[config.mk]
export PLATFORM = sky130hd
export DESIGN_NAME = prog_encoder
export DESIGN_NICKNAME = d
export VERILOG_FILES = /design/src/rtl/mips_pkg.sv /design/src/rtl/instr_pack.sv /design/src/rtl/prog_encoder.sv
export SDC_FILE = /design/constraint.sdc
export NUM_CORES = 1
export LEC_CHECK = 0
export CELL_PAD_IN_SITES_DETAIL_PLACEMENT = 1
export CELL_PAD_IN_SITES_GLOBAL_PLACEMENT = 1
export CORE_MARGIN = 5
export CORE_UTILIZATION = 35
export CTS_CLUSTER_SIZE = 14
export DETAILED_ROUTE_END_ITERATION = 12
export PLACE_DENSITY_LB_ADDON = 0.1
export SLEW_MARGIN = 5
export SYNTH_ARGS = -nofsm -noshare
export SYNTH_HDL_FRONTEND = slang
export SYNTH_SLANG_ARGS = --single-unit
export TNS_END_PERCENT = 1
[constraint.sdc]
create_clock -name clk -period 3.81 [get_ports clk]
set_clock_uncertainty 0.2 [all_clocks]
set_input_delay 0.762 -clock clk [delete_from_list [all_inputs] [get_ports clk]]
set_output_delay 0.762 -clock clk [all_outputs]
set_load 0.02 [all_outputs]
[src/rtl/mips_pkg.sv]
// Shared MIPS encoding constants used by both the program encoder and the
// pipeline's control decoder, so the two tables always agree.
package mips_pkg;

    // Primary opcodes (instruction bits 31:26)
    localparam logic [5:0] OP_R    = 6'b000000;
    localparam logic [5:0] OP_LW   = 6'b100011;
    localparam logic [5:0] OP_SW   = 6'b101011;
    localparam logic [5:0] OP_BEQ  = 6'b000100;
    localparam logic [5:0] OP_J    = 6'b000010;
    localparam logic [5:0] OP_ADDI = 6'b001000;

    // R-type funct field values (instruction bits 5:0)
    localparam logic [5:0] FN_AND = 6'b100100;
    localparam logic [5:0] FN_OR  = 6'b100101;
    localparam logic [5:0] FN_ADD = 6'b100000;
    localparam logic [5:0] FN_SUB = 6'b100010;
    localparam logic [5:0] FN_SLT = 6'b101010;
    localparam logic [5:0] FN_NOR = 6'b100111;
    localparam logic [5:0] FN_XOR = 6'b100110;

    // 3-bit ALU operation codes; 3'b101 has no operation assigned
    localparam logic [2:0] ALU_AND = 3'b000;
    localparam logic [2:0] ALU_OR  = 3'b001;
    localparam logic [2:0] ALU_ADD = 3'b010;
    localparam logic [2:0] ALU_SUB = 3'b011;
    localparam logic [2:0] ALU_SLT = 3'b100;
    localparam logic [2:0] ALU_NOR = 3'b110;
    localparam logic [2:0] ALU_XOR = 3'b111;

    // Instruction kinds carried on a request beat; 6 and 7 are unassigned
    typedef enum logic [2:0] {
        KIND_R    = 3'd0,
        KIND_LW   = 3'd1,
        KIND_SW   = 3'd2,
        KIND_BEQ  = 3'd3,
        KIND_J    = 3'd4,
        KIND_ADDI = 3'd5
    } kind_e;

    // Loader control states
    typedef enum logic [1:0] {
        ST_IDLE,
        ST_RUN,
        ST_FLUSH,
        ST_ERR
    } enc_state_e;

    // Maps an ALU code to {legal, funct}; unassigned codes return all zeros
    function automatic logic [6:0] alu_funct(input logic [2:0] alu);
        case (alu)
            ALU_AND: return {1'b1, FN_AND};
            ALU_OR:  return {1'b1, FN_OR};
            ALU_ADD: return {1'b1, FN_ADD};
            ALU_SUB: return {1'b1, FN_SUB};
            ALU_SLT: return {1'b1, FN_SLT};
            ALU_NOR: return {1'b1, FN_NOR};
            ALU_XOR: return {1'b1, FN_XOR};
            default: return 7'd0;
        endcase
    endfunction

endpackage

[src/rtl/instr_pack.sv]
// Combinational field-to-word packer: builds one 32-bit MIPS instruction from
// a request beat and flags encodings that have no legal form.
module instr_pack
    import mips_pkg::*;
(
    input  logic [2:0]  kind,
    input  logic [2:0]  alu,
    input  logic [4:0]  rs,
    input  logic [4:0]  rt,
    input  logic [4:0]  rd,
    input  logic [15:0] imm,
    input  logic [25:0] target,
    output logic [31:0] word,
    output logic        illegal
);

    logic [6:0] funct_info;

    assign funct_info = alu_funct(alu);

    // Select the instruction format for the requested kind and assemble the word
    always_comb begin
        word    = 32'd0;
        illegal = 1'b0;
        case (kind)
            KIND_R: begin
                word    = {OP_R, rs, rt, rd, 5'd0, funct_info[5:0]};
                illegal = !funct_info[6];
            end
            KIND_LW:   word = {OP_LW, rs, rt, imm};
            KIND_SW:   word = {OP_SW, rs, rt, imm};
            KIND_BEQ:  word = {OP_BEQ, rs, rt, imm};
            KIND_J:    word = {OP_J, target};
            KIND_ADDI: word = {OP_ADDI, rs, rt, imm};
            default:   illegal = 1'b1;
        endcase
    end

endmodule

[src/rtl/prog_encoder.sv]
// Program loader: accepts field-level instruction requests on a valid/ready
// stream, encodes them and writes the words sequentially into instruction
// memory starting at BASE.
module prog_encoder
    import mips_pkg::*;
#(
    parameter int AW   = 8,
    parameter int BASE = 0
)
(
    input  logic          clk,
    input  logic          rst_n,
    input  logic          start,
    input  logic          in_valid,
    output logic          in_ready,
    input  logic [2:0]    in_kind,
    input  logic [2:0]    in_alu,
    input  logic [4:0]    in_rs,
    input  logic [4:0]    in_rt,
    input  logic [4:0]    in_rd,
    input  logic [15:0]   in_imm,
    input  logic [25:0]   in_target,
    input  logic          in_last,
    output logic          imem_we,
    output logic [AW-1:0] imem_addr,
    output logic [31:0]   imem_wdata,
    output logic          busy,
    output logic          done,
    output logic          err,
    output logic [AW:0]   word_count
);

    localparam int            CAP       = (1 << AW) - BASE;
    localparam logic [AW-1:0] BASE_ADDR = AW'(BASE);
    localparam logic [AW-1:0] ADDR_MAX  = {AW{1'b1}};
    localparam logic [AW+1:0] CAP_COUNT = (AW+2)'(CAP);

    enc_state_e    state;
    enc_state_e    state_next;
    logic [31:0]   packed_word;
    logic          packed_illegal;
    logic          accept;
    logic          full;
    logic          do_write;
    logic          go_err;
    logic          do_start;
    logic [AW+1:0] pending_count;

    instr_pack u_pack (
        .kind    (in_kind),
        .alu     (in_alu),
        .rs      (in_rs),
        .rt      (in_rt),
        .rd      (in_rd),
        .imm     (in_imm),
        .target  (in_target),
        .word    (packed_word),
        .illegal (packed_illegal)
    );

    // Words already committed plus the one currently on the write port; the
    // visible count lags acceptance by a cycle, so fullness must include it.
    assign pending_count = {1'b0, word_count} + {{(AW+1){1'b0}}, imem_we};
    assign full          = (pending_count >= CAP_COUNT);
    assign in_ready      = (state == ST_RUN);
    assign busy          = (state == ST_RUN);
    assign accept        = in_valid && in_ready;

    // State register
    always_ff @(posedge clk or negedge rst_n) begin
        if (!rst_n) begin
            state <= ST_IDLE;
        end else begin
            state <= state_next;
        end
    end

    // Next-state logic and the per-cycle write / error / restart decisions
    always_comb begin
        state_next = state;
        do_write   = 1'b0;
        go_err     = 1'b0;
        do_start   = 1'b0;
        case (state)
            ST_IDLE: begin
                if (start) begin
                    state_next = ST_RUN;
                    do_start   = 1'b1;
                end
            end
            ST_RUN: begin
                if (accept) begin
                    if (packed_illegal || full) begin
                        state_next = ST_ERR;
                        go_err     = 1'b1;
                    end else begin
                        do_write = 1'b1;
                        if (in_last) begin
                            state_next = ST_FLUSH;
                        end
                    end
                end
            end
            ST_FLUSH: begin
                state_next = ST_IDLE;
            end
            ST_ERR: begin
                if (start) begin
                    state_next = ST_RUN;
                    do_start   = 1'b1;
                end
            end
            default: begin
                state_next = ST_IDLE;
            end
        endcase
    end

    // Write port: a legal accepted beat appears on the memory bus one cycle later; data holds otherwise
    always_ff @(posedge clk or negedge rst_n) begin
        if (!rst_n) begin
            imem_we    <= 1'b0;
            imem_wdata <= 32'd0;
        end else begin
            imem_we <= do_write;
            if (do_write) begin
                imem_wdata <= packed_word;
            end
        end
    end

    // Write pointer and word count advance when a write commits; start rewinds them; the pointer saturates instead of wrapping
    always_ff @(posedge clk or negedge rst_n) begin
        if (!rst_n) begin
            imem_addr  <= BASE_ADDR;
            word_count <= '0;
        end else if (do_start) begin
            imem_addr  <= BASE_ADDR;
            word_count <= '0;
        end else if (imem_we) begin
            word_count <= word_count + (AW+1)'(1);
            if (imem_addr != ADDR_MAX) begin
                imem_addr <= imem_addr + AW'(1);
            end
        end
    end

    // Sticky error flag and the done pulse that follows the flush cycle
    always_ff @(posedge clk or negedge rst_n) begin
        if (!rst_n) begin
            err  <= 1'b0;
            done <= 1'b0;
        end else begin
            done <= (state == ST_FLUSH);
            if (go_err) begin
                err <= 1'b1;
            end else if (do_start) begin
                err <= 1'b0;
            end
        end
    end

endmodule

==> results_dict.tcl <==
set metrics [dict create \
    fin_nets 448 \
    relSlewSlack_pct 51.1 \
    hold_viol 0 \
    reg2reg_to "imem_wdata[0]$_DFFE_PN0P_" \
    row_count 33 \
    seq_area_um2 1300 \
    crit_slowest_cell "clkdlybuf4s50_1" \
    p_switching_uw 887 \
    h-tree-depth 2 \
    grt.total_usage_pct 16.5 \
    avgSynthCellArea_um2 11.3 \
    clk_pin_slew_ns 0.10 \
    internal_power_mw 1.55 \
    synth_edf_count 0 \
    cellPowerDensity_nw_per_um2 566 \
    wl_um 8360 \
    die-height_um 102 \
    cp_top_family "buffers and inverters" \
    initial_core_util_pct 35.8 \
    clock.fmax_mhz 374 \
    io_pins 122 \
    cp_cell_sequence "inv_1, ha_1, clkdlybuf4s50_1" \
    synth.largest_area_cell "dfrtp_1" \
    ys_seq_area_share_pct 44.2 \
    drt-initial-drc-count 37 \
    drt_pre_antenna_iters 4 \
    worstSetupEndpointType "primary output" \
    cts_setup_buffers 0 \
    n_antenna_cell 0 \
    gp_congestion 0.701 \
    fin_crit_ns 2.68 \
    vias_per_cell 5.01 \
    grt-ovfl-total 0 \
    cts-buffers-inserted 5 \
    rsz0062_at_grt "no" \
    cts_root_buffer "clkbuf_8" \
    vias 2417 \
    swShare_pct 36.4 \
    tns_ns 0 \
    final.setup.worst_slack_ns 1.13 \
    antenna_found_initial 0 \
    grt_pass1_wl_um 13600 \
    async_reset_ff_share_pct 100 \
    worstHoldPathType "input port to asynchronous set/reset pin" \
    final.period_utilization_pct 70.3 \
    max_slew.worst_pin.slew_ns 0.733 \
    synth_most_common_cell "dfrtp_1" \
    yosys_most_used_dff "dfrtp_1" \
    cp.required_ns 2.85 \
    pre_cts_ws_ns 0.805 \
    multi_input_area_um2 1520 \
    die_w_um 102 \
    drcViolationCount 0 \
    cts.sinks 52 \
    ctsResizeCount 0 \
    grt_max_degree 31 \
    regToRegStartpoint "state[1]$_DFFE_PN0P_" \
    postRouteAntennaNets 0 \
    syn_to_final_growth_pct 46.5 \
    path_buf_inv 2 \
    post_drt_wl_per_cell_um 17.3 \
    vdd_drop_max_mv 0.311 \
    path_max_fanout 6 \
    slew_violations 0 \
    fillCellCount 894 \
    seqPwrFrac_pct 35.7 \
    dp_hpwl_um 6450 \
    yosys_warnings 0 \
    yosys.area.top_type_share_pct 44.2 \
    grt_pass1_vias 2600 \
    p_leak_nw 1.85 \
    syn_area_um2 2940 \
    cts_tree "yes" \
    core_um2 8220 \
    synth_commonest_cells "dfrtp_1 (52), mux2_4 (28), nor2_1 (18)" \
    synth_nets 332 \
    drv_cap 0 \
    hold_slack_ns 0.304 \
    dieArea_um2 10300 \
    p_comb_share_pct 50.8 \
    max_stage_delay_ns 0.65 \
    yosys_register_bits 52 \
    hold_buffers 0 \
    reg2reg_depth 6 \
    path_class "flip-flop to primary output" \
    clk_latency_ns 0.30 \
    yosysUniqueCellTypes 49 \
    startpoint_type "flip-flop" \
    drive_above_1_share_pct 14.9 \
    clock_path_buffers 2 \
    syn_inst 260 \
    crit_arrival_ns 1.72 \
    setup_violations 0 \
    status "completed" \
    r2r_setup_slack_ns 1.52 \
    io_buffers 120 \
    clkPwrFrac_pct 13.5 \
    synth_area_leaders "dfrtp_1 (44%), mux2_4 (14%), a22o_1 (4.8%), mux2i_1 (3.1%), o21ai_0 (2.7%)" \
]
## cell families (layout without fill, tap and decap cells)
logic type,after synthesis,count (layout),synth area share [%]
other cells,1,1,0.127
buf+inv,22,139,4.25
fa+ha+maj,4,4,1.70
xor+xnor,15,15,4.46
simple gates,72,72,13.7
mux,43,43,19.6
flops,52,52,44.2
compound gates,51,51,11.9
## worst register-to-register path: cells and delay by family (launching register included)
family | cells | cell delay (ns)
flops | 1 | 0.43
simple gates | 2 | 0.55
mux | 1 | 0.37
buf+inv | 2 | 0.36
fa+ha+maj | 1 | 0.26
## power groups by stage
stage / Sequential, mW / Clock [mW] / Combinational (mW)
4_1_cts: 0.874 / 0.349 / 1.26
5_1_grt: 0.901 / 0.372 / 1.32
2_1_floorplan: 1.06 / 0 / 0.501
6_report: 0.870 / 0.329 / 1.24
3_3_place_gp: 0.871 / 0 / 1.24
3_5_place_dp: 0.876 / 0 / 1.26
## final cells by class
type	count	area share (%)
repair buffers	125	28.9
flip-flops and latches	52	30.2
inverters	6	0.522
clock inverters	3	0.580
multi-input cells	186	35.2
well taps	105	3.05
clock buffers	5	1.60
## metal layers
metal / GRT usage [%] / vias to the layer above / share of wire [%] / wire, um
li1: - / 1154 / - / -
met1: 21.7 / 1195 / 43 / 3630
met2: 27.8 / 59 / 50 / 4220
met3: 3.99 / 9 / 5.2 / 435
met4: 3.37 / 0 / 0.91 / 76
met5: 0 / - / 0 / 0
## how the worst max path moves through the flow
stage / from / to / slack [ns] / cells after the start
finish: state[1]$_DFFE_PN0P_ / in_ready / 1.13 / 3
global route: in_kind[0] / imem_wdata[10]$_DFFE_PN0P_ / 1.04 / 5
CTS: state[1]$_DFFE_PN0P_ / in_ready / 1.12 / 3
detailed placement: in_kind[2] / imem_wdata[9]$_DFFE_PN0P_ / 0.80 / 6
global placement: in_kind[1] / imem_wdata[8]$_DFFE_PN0P_ / 0.85 / 6
floorplan: in_kind[2] / imem_wdata[10]$_DFFE_PN0P_ / 1.48 / 6
## flip-flops by register name, summed over array words and instances (netlist names)
signal / count
err: 1
state: 2
done: 1
imem_wdata: 30
word_count: 9
imem_we: 1
imem_addr: 8
## cell usage in the layout (no fill, tap or decap), drive strengths merged, types with 4 or more instances in the layout
cell,Yosys,routed
clkdlybuf4s50,0,119
dfrtp,52,52
mux2,34,34
nor2,20,20
nand2,16,16
o21ai,16,16
a22o,16,16
xor2,9,9
mux2i,9,9
inv,6,8
nand3,7,7
a21oi,6,6
xnor2,6,6
buf,13,6
nor2b,5,5
clkbuf,3,5
ha,4,4
## through the flow
stage	cell area, um^2	util [%]	instances	power [mW]
final	4310	52.5	482	2.44
after global routing	4310	52.5	482	2.59
after CTS	4310	52.5	482	2.49
after detailed placement	4220	51.3	474	2.14
after global placement	4220	51.3	474	2.11
after floorplan	2940	-	260	1.56
(Power assumes the default switching activity.)
